$ cat config.mk
export PLATFORM = sky130hd
export DESIGN_NAME = led_mode_sequencer
export DESIGN_NICKNAME = d
export VERILOG_FILES = /design/src/rtl/led_mode_sequencer_pkg.sv /design/src/rtl/led_mode_sequencer_btn_conditioner.sv /design/src/rtl/led_mode_sequencer.sv
export SDC_FILE = /design/constraint.sdc
export NUM_CORES = 1
export LEC_CHECK = 0
export BUFFER_PORTS_ARGS = -buffer_cell sky130_fd_sc_hd__buf_2
export CORE_MARGIN = 5
export CORE_UTILIZATION = 60
export DETAILED_ROUTE_END_ITERATION = 16
export MAX_ROUTING_LAYER = met4
export PLACE_DENSITY = 0.83
export SLEW_MARGIN = 20
export SYNTH_ARGS = -nofsm -noshare
export SYNTH_HDL_FRONTEND = slang
export SYNTH_SLANG_ARGS = --single-unit
$ cat constraint.sdc
create_clock -name CLK -period 3.8 [get_ports CLK]
set_clock_uncertainty 0.05 [all_clocks]
set_input_delay 0.19 -clock CLK [delete_from_list [all_inputs] [get_ports CLK]]
set_output_delay 0.19 -clock CLK [all_outputs]
set_load 0.05 [all_outputs]
$ cat src/rtl/led_mode_sequencer_pkg.sv
// Shared types and reset constants for the LED mode sequencer.
// Latency: n/a (declarations only).
// Backpressure: n/a.
//
// Contents: pattern-select width, scheduler state enum, reset values of the
// registered outputs, and the wrapping mode increment.
package led_pkg;

  localparam int MODE_W = 2;

  typedef enum logic {
    S_MANUAL = 1'b0,
    S_AUTO   = 1'b1
  } state_t;

  localparam logic [MODE_W-1:0] MODE_RST  = 2'd0;
  localparam logic              BLINK_RST = 1'b1;

  // 3 rolls over to 0 through natural modular arithmetic.
  function automatic logic [MODE_W-1:0] mode_inc(input logic [MODE_W-1:0] m);
    return m + MODE_W'(1);
  endfunction

endpackage

$ cat src/rtl/led_mode_sequencer_btn_conditioner.sv
// Turns one raw push-button into a single-cycle press pulse.
// Latency: raw rise to press = 2 cycles, plus DEB_CYC cycles with DEBOUNCE_EN.
// Backpressure: none; every accepted rising edge emits exactly one pulse.
//
// Ports: CLK, RST_N (async active-low), btn (raw, asynchronous, active-high),
//        press (registered one-cycle pulse on the accepted level's rising edge).
// Build option: define DEBOUNCE_EN to add the DEB_CYC stability filter;
//               without it the synchronized level is used directly.
module btn_conditioner #(
  parameter int DEB_CYC = 500000
) (
  input  logic CLK,
  input  logic RST_N,
  input  logic btn,
  output logic press
);

  logic s1;
  logic s2;
  logic level;
  logic level_nxt;
  logic fill1;
  logic fill2;
  logic armed;

`ifdef DEBOUNCE_EN
  localparam int CNT_W = $clog2(DEB_CYC + 1);

  logic [CNT_W-1:0] stab_cnt;
  logic             flip;

  // Flip on the cycle that completes DEB_CYC consecutive mismatches.
  assign flip      = (s2 != level) && (stab_cnt == CNT_W'(DEB_CYC - 1));
  assign level_nxt = flip ? s2 : level;

  always_ff @(posedge CLK or negedge RST_N) begin
    if (!RST_N) begin
      stab_cnt <= '0;
      level    <= 1'b0;
    end else if (s2 == level) begin
      stab_cnt <= '0;
    end else if (flip) begin
      stab_cnt <= '0;
      level    <= s2;
    end else begin
      stab_cnt <= stab_cnt + CNT_W'(1);
    end
  end
`else
  logic unused_deb;

  assign unused_deb = (DEB_CYC > 0);
  assign level      = s2;
  assign level_nxt  = s1;
`endif

  // fill1/fill2 mark when s2 carries a real sample instead of its reset
  // value. The edge detector stays disarmed until the button has genuinely
  // been seen released, so a button held across reset release is ignored.
  always_ff @(posedge CLK or negedge RST_N) begin
    if (!RST_N) begin
      s1    <= 1'b0;
      s2    <= 1'b0;
      fill1 <= 1'b0;
      fill2 <= 1'b0;
      armed <= 1'b0;
      press <= 1'b0;
    end else begin
      s1    <= btn;
      s2    <= s1;
      fill1 <= 1'b1;
      fill2 <= fill1;
      if (fill2 && !s2) begin
        armed <= 1'b1;
      end
      // Pulse is captured on the same edge that raises the accepted level.
      press <= armed && level_nxt && !level;
    end
  end

endmodule

$ cat src/rtl/led_mode_sequencer.sv
// Manual/automatic pattern scheduler and blink timebase for the LED block.
// Latency: raw button rise to mode change DEB_CYC+3 cycles (3 without debounce).
// Backpressure: none; the LED block consumes mode/blink every cycle.
//
// Ports: CLK, RST_N (async active-low); btn_next, btn_auto raw buttons;
//        mode[1:0] pattern select, blink phase, tick wrap pulse, auto_on
//        state flag -- all registered.
// Build option: DEBOUNCE_EN enables the button stability filter.
module led_mode_sequencer
  import led_pkg::*;
#(
  parameter int TICK_DIV = 25000000,
  parameter int DEB_CYC  = 500000
) (
  input  logic              CLK,
  input  logic              RST_N,
  input  logic              btn_next,
  input  logic              btn_auto,
  output logic [MODE_W-1:0] mode,
  output logic              blink,
  output logic              tick,
  output logic              auto_on
);

  localparam int PRE_W = $clog2(TICK_DIV);

  logic [PRE_W-1:0] pre_cnt;
  logic             wrap;
  logic             next_press;
  logic             auto_press;
  state_t           state;

  btn_conditioner #(.DEB_CYC(DEB_CYC)) u_cond_next (
    .CLK   (CLK),
    .RST_N (RST_N),
    .btn   (btn_next),
    .press (next_press)
  );

  btn_conditioner #(.DEB_CYC(DEB_CYC)) u_cond_auto (
    .CLK   (CLK),
    .RST_N (RST_N),
    .btn   (btn_auto),
    .press (auto_press)
  );

  assign wrap = (pre_cnt == PRE_W'(TICK_DIV - 1));

  // Free-running timebase, never restarted by mode changes.
  always_ff @(posedge CLK or negedge RST_N) begin
    if (!RST_N) begin
      pre_cnt <= '0;
      tick    <= 1'b0;
      blink   <= BLINK_RST;
    end else begin
      pre_cnt <= wrap ? '0 : pre_cnt + PRE_W'(1);
      tick    <= wrap;
      if (wrap) begin
        blink <= ~blink;
      end
    end
  end

  // auto_press takes priority and always leaves mode untouched; in S_AUTO a
  // coincident wrap and next_press fold into one increment.
  always_ff @(posedge CLK or negedge RST_N) begin
    if (!RST_N) begin
      state   <= S_MANUAL;
      mode    <= MODE_RST;
      auto_on <= 1'b0;
    end else begin
      case (state)
        S_MANUAL: begin
          if (auto_press) begin
            state   <= S_AUTO;
            auto_on <= 1'b1;
          end else if (next_press) begin
            mode <= mode_inc(mode);
          end
        end
        S_AUTO: begin
          if (auto_press) begin
            state   <= S_MANUAL;
            auto_on <= 1'b0;
          end else if (next_press || wrap) begin
            mode <= mode_inc(mode);
          end
        end
        default: begin
          state   <= S_MANUAL;
          auto_on <= 1'b0;
        end
      endcase
    end
  end

endmodule

==> results of run 1 <==
[sequential cells by signal, indices dropped and copies added, names as in the netlist]
name and cells:
pre_cnt 25, mode 2, auto_on 1, blink 1, state 1, tick 1
u_cond_auto.armed 1, u_cond_auto.fill1 1, u_cond_auto.fill2 1, u_cond_auto.level 1, u_cond_auto.level_nxt 1, u_cond_auto.press 1
u_cond_next.armed 1, u_cond_next.level 1, u_cond_next.level_nxt 1, u_cond_next.press 1
[placed cells by master (no fill, tap or decap), types with 5 or more instances in the layout]
cell	netlist	final
nor2_1	10	10
o31ai_1	8	8
nand3_1	7	7
inv_1	7	7
ha_1	5	5
a21oi_1	6	6
nand4_1	6	6
buf_2	0	8
nor2b_1	5	5
clkbuf_4	0	5
nor3_1	7	7
nand2_1	10	10
xor2_1	10	10
dfrtp_1	40	40
[kinds of logic after synthesis]
logic type | after synthesis | share of synthesized area
xor gates and xnor gates | 14 | 0.0619
DFF | 41 | 0.519
and+or+nand+nor | 78 | 0.259
adders and majority gates | 5 | 0.0316
AOI/OAI and AO/OA | 26 | 0.0879
buffers and inverters | 12 | 0.0291
other | 1 | 0.00189
muxes | 2 | 0.0101
[stage by stage]
stage | setup slack [ns] | hold WS [ns] | util | instance area, um^2
finish | 1.66 | 0.319 | 0.701 | 2180
global route | 1.47 | 0.346 | 0.701 | 2180
CTS | 1.68 | 0.323 | 0.701 | 2180
detailed placement | 1.71 | 0.250 | 0.658 | 2040
global placement | 1.82 | 0.248 | 0.658 | 2040
floorplan | 2.03 | -0.156 | - | 1980
[report_power, final]
| group | leakage (uW) | total, uW | internal, uW | switching, uW |
|---|---|---|---|---|
| Sequential | 0.000517 | 489 | 462 | 26.5 |
| Clock | 0.0000552 | 346 | 204 | 142 |
| Combinational | 0.000397 | 153 | 48.2 | 105 |
[worst max path at each step]
stage                   to  slack [ns]
2_1_floorplan  pre_cnt[20]        2.03
3_3_place_gp   pre_cnt[12]        1.82
3_5_place_dp   pre_cnt[12]        1.71
4_1_cts        pre_cnt[24]        1.68
5_1_grt        pre_cnt[22]        1.47
6_report       pre_cnt[24]        1.66
[area by class of cell]
cell class / instances / area [um^2] / area share
Clock inverter: 3 / 65.1 / 0.0299
Inverter: 7 / 26.3 / 0.0121
Tap cell: 44 / 55.1 / 0.0253
Clock buffer: 5 / 37.5 / 0.0173
Multi-Input combinational cell: 126 / 895 / 0.411
Timing Repair Buffer: 11 / 70.1 / 0.0322
Sequential cell: 41 / 1030 / 0.472
[layer usage]
metal  vias to the layer above  GRT usage  wire length, um
met1                       698      0.251             1600
met3                         9     0.0449              192
met2                        36      0.297             1680
li1                        673          -                -
met4                         0     0.0835               69
met5                         -          -                0
[timing repair]
| action | CTS | global route |
|---|---|---|
| endpoints found under the hold margin | 42 | 0 |
| hold buffers | 3 | 0 |
| buffers inserted | 0 | 0 |
==> results.md, run 1 <==
| Stage | Result | This run |
|:---|:---|:---|
| critical path | CP startpoint kind | flip-flop |
| global routing | Combined global-route utilization of all metal layers | 0.195 |
| cells and area | Area added between synthesis and finish | 9.92% |
| critical path | Worst path max stage delay | 0.59 ns |
| synthesis | Mapped Nets | 188 |
| timing | Pins Over Slew Limit | 0 |
| critical path | Largest delay share family, worst path | simple AND/OR/NAND/NOR gates |
| floorplan | Initial core utilization | 0.638 |
| synthesis | Most instantiated cells after synthesis | dfrtp_1, nand2_1, nor2_1, xor2_1, o31ai_1 |
| status | Run status | completed |
| drt | Drt via density | 5.97 |
| critical path | Worst setup path startpoint | pre_cnt[0] |
| drt | 1st-iter DRT viols | 56 |
| placement | Last weighted congestion value of the routability-driven placer | 0.975 |
| min path | Hold endpoint | u_cond_auto.fill2 |
| floorplan | Core Box Area | 0.00310 mm^2 |
| global routing | Grt total ovfl | 0 |
| drt | Routed WL | 3540 um |
| critical path | Maximum fanout along the worst path | 12 |
| min path | Min-Delay Path Class | reg2reg |
| power and ir drop | Worst supply voltage drop on vdd | 332 uV |
| critical path | Arr. time, crit path | 2.37 ns |
| critical path | Sort of element at the end of the critical path | flip-flop |
| synthesis | Post-synthesis register bit count | 41 |
| clocking | Register clock-pin slew on the reported worst setup and hold paths | 0.12 ns |
| global routing | Pin count of the biggest net entering global routing | 42 |
| timing | Max_slew headroom | 0.424 |
| critical path | WP depth | 5 |
| synthesis | Count of synthesis-stage warnings from yosys | 0 |
| clocking | Total number of clock tree sinks | 41 |
| min path | Worst hold path depth | 0 |
| cells and area | Total Nets Final | 201 |
| drt | Final routed wire length divided by cell count | 14.9 um |
| flow run | Maxcap violations | 0 |
| critical path | Reg2Reg Launch Point | pre_cnt[0] |
| cells and area | Ratio of cells with drive above 1 in the final layout | 0.161 |
| cells and area | Layout Cells excl Fill | 237 |
| floorplan | Count of standard-cell rows | 20 |
| global routing | Antenna violations before repair | 0 |
| timing | Maximum clock rate | 0.467 GHz |
| power and ir drop | Total power per unit cell area | 454 mW/mm^2 |
| placement | Count of placed standard cells including taps | 226 |
| cells and area | Inserted Diodes | 0 |
| timing | Final worst path period need | 2.14 ns |
| synthesis | Top_reg_cell synth | dfrtp_1 |
| drt | Drt drc | 0 |
| critical path | Buf/Inv on CP | 0 |
| timing | Final count of negative-setup-slack endpoints | 0 |
| timing | Final Hold Fails | 0 |
| power and ir drop | Leakage component of the power | 0.000969 uW |
| synthesis | Share of async-settable or async-resettable flops after synthesis | 1.00 |
| critical path | Slowest stage cell on the critical path | or4_1 |
| timing | Total negative slack for setup checks | 0 ns |
| placement | Number of port buffers | 8 |
| floorplan | Horizontal die dimension | 67.4 um |
| clocking | Maximum number of buffers from clock root to sink | 2 |
| clocking | Total CTS buffers | 5 |
| placement | Post-DP HPWL | 2490 um |
| clocking | Worst skew pair latency | 0.34 ns |
| synthesis | Most area-hungry cell type in the Yosys netlist | dfrtp_1 |
| cells and area | Final-layout fill cell count | 244 |
| global routing | Vias in the first global route | 1425 |
| clocking | Post-cts gate resize count | 0 |
| clocking | Total number of H-tree levels | 2 |
| synthesis | Synthesized area | 0.00198 mm^2 |
| floorplan | Die H | 67.4 um |
| synthesis | Library cell with the highest instance count after synthesis | dfrtp_1 |
| global routing | Global-route wire length before repair | 6490 um |
| synthesis | Synthesized instance count | 179 |
| timing | RSZ-0062 raised after global routing | no |
| synthesis | Area share of the largest cell type after synthesis | 0.506 |
| critical path | Crit path kind | reg2reg |
| drt | Count of TritonRoute iterations in the first routing pass | 4 |
| floorplan | Number of top-level pins | 9 |
| synthesis | Number of synthesized flops with an enable pin | 0 |
| critical path | Reg2Reg Setup Slack | 1.66 ns |
| synthesis | Share of the yosys chip area belonging to registers | 0.519 |
| drt | Total via count in the routed design | 1416 |
| critical path | CP Cell Sequence | ha_1 -> and4_1 -> nand3_1 -> or4_1 -> a21oi_1 |
| timing | Worst Max-Slew Pin Slew | 0.864 ns |
| min path | Startpoint of the lowest-slack hold path | u_cond_auto.fill1 |
| synthesis | Syn Area/Cell | 11.1 um^2 |
| power and ir drop | Total chip power | 988 uW |
| timing | Period Utilization, post-route | 0.564 |
| floorplan | Die Footprint | 0.00455 mm^2 |
| clocking | TritonCTS clock tree | done |
| drt | Remaining antenna violation count | 0 |
| synthesis | Leading post-synthesis cells by cell area | dfrtp_1, xor2_1, ha_1, o31ai_1, nand2_1 |
| clocking | Clock root buffer master | clkbuf_4 |
| critical path | Worst R2R Path Depth | 5 |
| critical path | Data required time at the worst endpoint | 4.03 ns |
| synthesis | Post-synthesis cell type count | 47 |
| critical path | Reg-to-reg critical path endpoint | pre_cnt[24] |
Note: power is estimated with default switching activity, not from simulation.
==> run 2: changes to the inputs <==
--- a/config.mk
+++ b/config.mk
@@ -7,10 +7,10 @@
 export LEC_CHECK = 0
 export BUFFER_PORTS_ARGS = -buffer_cell sky130_fd_sc_hd__buf_2
 export CORE_MARGIN = 5
-export CORE_UTILIZATION = 60
+export CORE_UTILIZATION = 54
 export DETAILED_ROUTE_END_ITERATION = 16
 export MAX_ROUTING_LAYER = met4
-export PLACE_DENSITY = 0.83
+export PLACE_DENSITY = 0.79
 export SLEW_MARGIN = 20
 export SYNTH_ARGS = -nofsm -noshare
 export SYNTH_HDL_FRONTEND = slang
==> constraint.sdc (replaced) <==
create_clock -name CLK -period 1.7 [get_ports CLK]
set_clock_uncertainty 0.05 [all_clocks]
set_input_delay 0.085 -clock CLK [delete_from_list [all_inputs] [get_ports CLK]]
set_output_delay 0.085 -clock CLK [all_outputs]
set_load 0.05 [all_outputs]
==> run 2 against run 1 <==
Compared with the run above: the run now ends with negative setup slack left; combinational power grew 130%; sequential power rose by 120%; clock-buffer cell count stayed put; wire length up 44%; total power is 140% higher.
==> results.md, run 2 (synthesis gave the netlist of run 1 again) <==
| Stage | Result | This run | Change |
|:---|:---|:---|:---|
| timing | Setup WS post-layout | -0.0486 ns | was 1.66 ns |
| cells and area | Registers with the most flip-flops | pre_cnt: 25 flops, mode: 2 flops | unchanged |
| critical path | Slowest stage cell on the critical path | or4_4 | was or4_1 |
| timing | Maximum clock rate | 0.572 GHz | was 0.467 GHz |
| cells and area | Most common cell after layout, fill and taps aside | dfrtp_1 | unchanged |
| placement | Number of port buffers | 8 | unchanged |
| cells and area | Top library cells by usage in the layout, fill and taps aside | dfrtp_1, buf_4, xor2_1 | was dfrtp_1, nand2_1, xor2_1, nor2_1 |
| drt | Total via count in the routed design | 1670 | was 1416 |
| cells and area | Number of flip-flops under the largest register name | 25 | unchanged |
| drt | Routed WL | 5110 um | was 3540 um |
| clocking | Total number of clock tree sinks | 41 | unchanged |
| clocking | TritonCTS clock tree | done | unchanged |
| cells and area | Area added between synthesis and finish | 31.8% | was 9.92% |
| cells and area | Inserted Diodes | 0 | unchanged |
| critical path | CP startpoint kind | flip-flop | unchanged |
| cells and area | Top register by number of flip-flops | pre_cnt | unchanged |
| global routing | Antenna violations before repair | 0 | unchanged |
| critical path | Crit path kind | reg2reg | unchanged |
| global routing | Global routing met2 resource utilization | 0.327 | was 0.297 |
| timing | Final worst path period need | 1.75 ns | was 2.14 ns |
| drt | Drt drc | 0 | unchanged |
| floorplan | Initial core utilization | 0.549 | was 0.638 |
| critical path | Sort of element at the end of the critical path | flip-flop | unchanged |
| cells and area | Total Nets Final | 234 | was 201 |
| drt | Final routed wire length divided by cell count | 18.6 um | was 14.9 um |
| min path | Min-Delay Path Class | in2async | was reg2reg |
| timing | RSZ-0062 raised after global routing | yes | was no |
| global routing | GR Util met3 | 0.0440 | was 0.0449 |
| global routing | Busiest layer in global routing | met2 | unchanged |
| floorplan | Core Box Area | 0.00361 mm^2 | was 0.00310 mm^2 |
| power and ir drop | Worst supply voltage drop on vdd | 605 uV | was 332 uV |
| global routing | Pin count of the biggest net entering global routing | 41 | was 42 |
| status | Run status | finished with violations | was completed |
| floorplan | Die H | 70.5 um | was 67.4 um |
| power and ir drop | Total chip power | 2390 uW | was 988 uW |
| global routing | Global-route wire length before repair | 7360 um | was 6490 um |
| placement | Instance area after placement | 0.00227 mm^2 | was 0.00204 mm^2 |
| drt | 1st-iter DRT viols | 140 | was 56 |
| clocking | Worst skew pair latency | 0.30 ns | was 0.34 ns |
| timing | Period Utilization, post-route | 1.03 | was 0.564 |
| cells and area | Final-layout fill cell count | 230 | was 244 |
| clocking | Maximum number of buffers from clock root to sink | 2 | unchanged |
| drt | Count of TritonRoute iterations in the first routing pass | 4 | unchanged |
| critical path | Maximum fanout along the worst path | 6 | was 12 |
| cells and area | Ratio of cells with drive above 1 in the final layout | 0.376 | was 0.161 |
| critical path | Reg2Reg Setup Slack | -0.05 ns | was 1.66 ns |
| timing | Final count of negative-setup-slack endpoints | 2 | was 0 |
| timing | Final Hold Fails | 0 | unchanged |
| flow run | Maxcap violations | 0 | unchanged |
| clocking | Clock root buffer master | clkbuf_8 | was clkbuf_4 |
| floorplan | Die Footprint | 0.00498 mm^2 | was 0.00455 mm^2 |
| critical path | Reg-to-reg critical path endpoint | pre_cnt[24] | unchanged |
| global routing | Grt total ovfl | 0 | unchanged |
| critical path | CP Cell Sequence | buf_6 -> nand2_2 -> nand4b_4 -> or4_4 -> a21oi_2 | was ha_1 -> and4_1 -> nand3_1 -> or4_1 -> a21oi_1 |
| timing | Pins Over Slew Limit | 0 | unchanged |
| placement | Count of placed standard cells including taps | 256 | was 226 |
| critical path | Worst R2R Path Depth | 5 | unchanged |
| drt | Drt via density | 6.09 | was 5.97 |
| clocking | Total CTS buffers | 5 | unchanged |
| critical path | Arr. time, crit path | 1.93 ns | was 2.37 ns |
| power and ir drop | Leakage component of the power | 0.00120 uW | was 0.000969 uW |
| critical path | Data required time at the worst endpoint | 1.88 ns | was 4.03 ns |
| power and ir drop | Total power per unit cell area | 918 mW/mm^2 | was 454 mW/mm^2 |
| clocking | Register clock-pin slew on the reported worst setup and hold paths | 0.08 ns | was 0.12 ns |
| cells and area | Layout Cells excl Fill | 274 | was 237 |
| cells and area | Area of all placed cells without fillers | 0.00261 mm^2 | was 0.00218 mm^2 |
| placement | Post-DP HPWL | 2990 um | was 2490 um |
| global routing | Met1 capacity usage during global routing | 0.226 | was 0.251 |
| status | Violations in the final reports | negative setup slack |  |
| floorplan | Count of standard-cell rows | 22 | was 20 |
| critical path | Worst path max stage delay | 0.55 ns | was 0.59 ns |
| floorplan | Horizontal die dimension | 70.5 um | was 67.4 um |
| global routing | Combined global-route utilization of all metal layers | 0.192 | was 0.195 |
| global routing | Vias in the first global route | 1578 | was 1425 |
| critical path | Reg2Reg Launch Point | pre_cnt[8] | was pre_cnt[0] |
| clocking | Total number of H-tree levels | 2 | unchanged |
| floorplan | Number of top-level pins | 9 | unchanged |
| drt | Remaining antenna violation count | 0 | unchanged |
| placement | Last weighted congestion value of the routability-driven placer | 0.931 | was 0.975 |
run 2: cell count changes in the layout (fill, tap and decap cells not counted), moves of 3 or more:
cell	before	now
clkbuf_4	5	0
buf_4	0	28
dfrtp_2	0	3
nor3_1	7	3
clkbuf_8	0	5
dfrtp_1	40	37
run 2: cell type report:
| class | count | area (um^2) | area share |
|---|---|---|---|
| clock buffer | 5 | 68.8 | 0.0264 |
| clock inverter | 3 | 68.8 | 0.0264 |
| inverter | 7 | 26.3 | 0.0101 |
| multi-input combinational | 128 | 1030 | 0.395 |
| sequential | 41 | 1030 | 0.395 |
| tap | 48 | 60.1 | 0.0230 |
| timing repair buffer | 42 | 323 | 0.124 |
run 2: metrics by stage:
stage / hold WS (ns) / worst slack (ns) / setup TNS [ns] / utilization
CTS: 0.0569 / 0.00735 / 0 / 0.681
detailed placement: -0.165 / -0.0594 / -0.102 / 0.628
global route: 0.0697 / -0.146 / -1.26 / 0.723
global placement: -0.164 / 0.0351 / 0 / 0.628
finish: 0.0505 / -0.0486 / -0.0662 / 0.723
floorplan: -0.261 / 0.0183 / 0 / -
run 2: worst max-delay path, delay by kind of cell (launching register included):
family	cells	cell delay, ns
flops	1	0.43
buf+inv	1	0.15
compound gates	1	0.16
simple gates	3	0.90
run 2: report_power, final:
group / internal [uW] / switching (uW)
registers: 1030 / 60.2
logic: 115 / 244
clock network: 591 / 351
total: 1740 / 656
run 2: repair_timing:
action,in CTS,in global routing
gates resized for setup,4,22
buffers inserted,0,6
hold endpoints to repair,43,0
hold buffers,3,0
pin swaps,4,6
cloned,0,2
setup endpoints to repair,5,19
run 2: routing by layer:
| layer | wire, um | part of all wire | vias to the layer above |
|---|---|---|---|
| met5 | 0 | 0 | - |
| met2 | 2720 | 0.53 | 67 |
| met1 | 1880 | 0.37 | 828 |
| li1 | - | - | 751 |
| met3 | 269 | 0.053 | 24 |
| met4 | 235 | 0.046 | 0 |
run 2: how the worst max path moves through the flow:
stage	start	endpoint	slack, ns
global route	pre_cnt[11]	blink	-0.15
detailed placement	pre_cnt[1]	pre_cnt[24]	-0.06
floorplan	pre_cnt[0]	pre_cnt[20]	0.02
CTS	pre_cnt[1]	pre_cnt[24]	0.007
global placement	pre_cnt[1]	pre_cnt[24]	0.04
finish	pre_cnt[8]	pre_cnt[24]	-0.05
==> run 3: changes to the inputs <==
--- a/config.mk
+++ b/config.mk
@@ -11,6 +11,7 @@
 export DETAILED_ROUTE_END_ITERATION = 16
 export MAX_ROUTING_LAYER = met4
 export PLACE_DENSITY = 0.79
+export RECOVER_POWER = 50
 export SLEW_MARGIN = 20
 export SYNTH_ARGS = -nofsm -noshare
 export SYNTH_HDL_FRONTEND = slang
==> run 3 against run 2 <==
Compared with the run above: the flow still finishes with violations (negative setup slack); critical path depth stayed put; core utilization is 0.45 points lower; clock power is 0.4% lower; clock-buffer cell count stayed put; first-iteration DRC count is 5.7% lower; worst setup slack hardly changed; non-clock buffer count stayed put; die area stayed put; register-to-register slack hardly changed; total power is 0.37% lower; via count is 0.84% higher; design area is 0.62% lower.
==> results.md, run 3 (synthesis gave the netlist of run 1 again) <==
| Stage | Result | This run | Change |
|:---|:---|:---|:---|
| timing | Final count of negative-setup-slack endpoints | 2 | unchanged |
| power and ir drop | Portion of total power attributed to combinational logic | 0.149 | was 0.150 |
| critical path | Sort of element at the end of the critical path | flip-flop | unchanged |
| power and ir drop | Total power per unit cell area | 920 mW/mm^2 | was 918 mW/mm^2 |
| power and ir drop | Worst supply voltage drop on vdd | 604 uV | was 605 uV |
| min path | Min-Delay Path Class | in2async | unchanged |
| critical path | Crit path kind | reg2reg | unchanged |
| power and ir drop | Leakage component of the power | 0.00119 uW | was 0.00120 uW |
| drt | Drt drc | 0 | unchanged |
| floorplan | Die Footprint | 0.00498 mm^2 | unchanged |
| timing | RSZ-0062 raised after global routing | yes | unchanged |
| power and ir drop | Total chip power | 2390 uW | about the same |
| global routing | Vias in the first global route | 1578 | unchanged |
| drt | Routed wl met2 | 2720 um | about the same |
| timing | Final Hold Fails | 0 | unchanged |
| placement | Last weighted congestion value of the routability-driven placer | 0.931 | unchanged |
| cells and area | Area added between synthesis and finish | 31.0% | was 31.8% |
| drt | Met3 WL | 256 um | was 269 um |
| drt | Total via count in the routed design | 1684 | was 1670 |
| drt | Count of TritonRoute iterations in the first routing pass | 6 | was 4 |
| floorplan | Horizontal die dimension | 70.5 um | unchanged |
| placement | Number of port buffers | 8 | unchanged |
| timing | Period Utilization, post-route | 1.03 | about the same |
| cells and area | Top library cells by usage in the layout, fill and taps aside | dfrtp_1, buf_4, xor2_1 | unchanged |
| cells and area | Number of flip-flops under the largest register name | 25 | unchanged |
| timing | Worst Max-Slew Pin Slew | 0.964 ns |  |
| power and ir drop | Sequential power share | 0.458 | was 0.456 |
| global routing | Antenna violations before repair | 0 | unchanged |
| critical path | Worst setup path startpoint | pre_cnt[8] | unchanged |
| floorplan | Number of top-level pins | 9 | unchanged |
| clocking | Register clock-pin slew on the reported worst setup and hold paths | 0.08 ns | about the same |
| critical path | Worst R2R Path Depth | 5 | unchanged |
| clocking | Total number of clock tree sinks | 41 | unchanged |
| timing | Final worst path period need | 1.75 ns | about the same |
| flow run | Maxcap violations | 0 | unchanged |
| drt | Met1 Wirelength | 1880 um | about the same |
| clocking | TritonCTS clock tree | done | unchanged |
| critical path | Data required time at the worst endpoint | 1.88 ns | about the same |
| cells and area | Most common cell after layout, fill and taps aside | dfrtp_1 | unchanged |
| placement | Post-DP HPWL | 2990 um | unchanged |
| power and ir drop | Power dissipated by switching net loads | 651 uW | was 656 uW |
| status | Run status | finished with violations | unchanged |
| critical path | Endpoint of the worst setup timing path | pre_cnt[24] | unchanged |
| global routing | Grt total ovfl | 0 | unchanged |
| power and ir drop | Part of the power in the clock network | 0.393 | about the same |
| critical path | Reg2Reg Launch Point | pre_cnt[8] | unchanged |
| critical path | Reg2Reg Setup Slack | -0.05 ns | about the same |
| floorplan | Count of standard-cell rows | 22 | unchanged |
| cells and area | Top register by number of flip-flops | pre_cnt | unchanged |
| drt | Uppermost layer routed | met4 | unchanged |
| critical path | Arr. time, crit path | 1.92 ns | was 1.93 ns |
| floorplan | Core Box Area | 0.00361 mm^2 | unchanged |
| critical path | Reg-to-reg critical path endpoint | pre_cnt[24] | unchanged |
| clocking | Clock root buffer master | clkbuf_8 | unchanged |
| timing | Pins Over Slew Limit | 0 | unchanged |
| critical path | Maximum fanout along the worst path | 6 | unchanged |
| power and ir drop | Switch share | 0.273 | was 0.274 |
| cells and area | Ratio of cells with drive above 1 in the final layout | 0.372 | was 0.376 |
| global routing | Global-route wire length before repair | 7360 um | unchanged |
| status | Violations in the final reports | negative setup slack | unchanged |
| timing | Max_slew headroom | 0.357 |  |
| cells and area | Total Nets Final | 234 | unchanged |
| floorplan | Initial core utilization | 0.549 | unchanged |
| clocking | Worst skew pair latency | 0.30 ns | about the same |
| global routing | Pin count of the biggest net entering global routing | 41 | unchanged |
| timing | Setup WS post-layout | -0.0481 ns | was -0.0486 ns |
| power and ir drop | Design internal power | 1730 uW | was 1740 uW |
| floorplan | Die H | 70.5 um | unchanged |
| clocking | Maximum number of buffers from clock root to sink | 2 | unchanged |
| clocking | Total CTS buffers | 5 | unchanged |
| timing | Maximum clock rate | 0.572 GHz | about the same |
| cells and area | Inserted Diodes | 0 | unchanged |
| drt | Final routed wire length divided by cell count | 18.7 um | was 18.6 um |
| critical path | CP startpoint kind | flip-flop | unchanged |
| drt | Remaining antenna violation count | 0 | unchanged |
| clocking | Total number of H-tree levels | 2 | unchanged |
| cells and area | Post-layout util | 0.719 | was 0.723 |
| timing | Total negative slack for setup checks | -0.0588 ns | was -0.0662 ns |
| drt | 1st-iter DRT viols | 132 | was 140 |
| drt | Routed WL | 5120 um | was 5110 um |
| drt | Drt via density | 6.15 | was 6.09 |
| global routing | Combined global-route utilization of all metal layers | 0.192 | unchanged |
| cells and area | Registers with the most flip-flops | pre_cnt: 25 flops, mode: 2 flops | unchanged |
-- run 3: cell count changes in the layout (fill, tap and decap cells not counted), sizes merged --
| cell | delta |
|---|---|
| clkbuf | +2 |
| buf | -2 |
-- run 3: critical path, cell delays in order (launching register included) --
cell and delay (ns):
dfrtp_1 0.43, buf_6 0.15, nand2_2 0.11, nand4b_4 0.24
or4_4 0.55, a21oi_2 0.16
-- run 3: what timing repair did --
action	CTS	global route
hold buffers	3	0
endpoints found under the hold margin	43	0
gates resized for setup	4	22
gates cloned	0	2
buffers inserted	0	6
pin swaps	4	6
setup endpoints to repair	5	19
-- run 3: area by class of cell --
class / instances / area (um^2)
clock inverter: 3 / 68.8
clock buffer: 5 / 68.8
multi-input combinational: 128 / 1030
sequential: 41 / 1030
fill: 233 / 1010
tap: 48 / 60.1
inverter: 7 / 26.3
timing repair buffer: 42 / 307
-- run 3: per-layer routing --
layer  global-route usage  vias up
li1                     -      747
met4               0.0605        0
met5                    -        -
met1                0.226      838
met3               0.0440       31
met2                0.327       68
-- run 3: power groups by stage --
stage	Clock [uW]	Sequential, uW	Combinational, uW
floorplan	0	1230	127
global placement	0	1110	332
detailed placement	0	1110	350
CTS	939	1090	358
global route	992	1100	392
finish	938	1090	355
-- run 3: worst min path at each step --
stage | from | slack, ns | end
final | RST_N | 0.04 | pre_cnt[22]
after global routing | RST_N | 0.05 | pre_cnt[22]
after CTS | RST_N | 0.06 | pre_cnt[22]
after detailed placement | RST_N | -0.16 | pre_cnt[22]
after global placement | RST_N | -0.16 | pre_cnt[22]
after floorplan | RST_N | -0.26 | auto_on
-- run 3: metrics by stage --
step	instance area, um^2	instances	setup slack (ns)	hold WS (ns)
finish	2590	274	-0.0481	0.0370
global placement	2270	256	0.0351	-0.164
detailed placement	2270	256	-0.0594	-0.165
global route	2590	274	-0.146	0.0470
CTS	2450	267	0.00735	0.0569
floorplan	2000	179	0.0183	-0.261
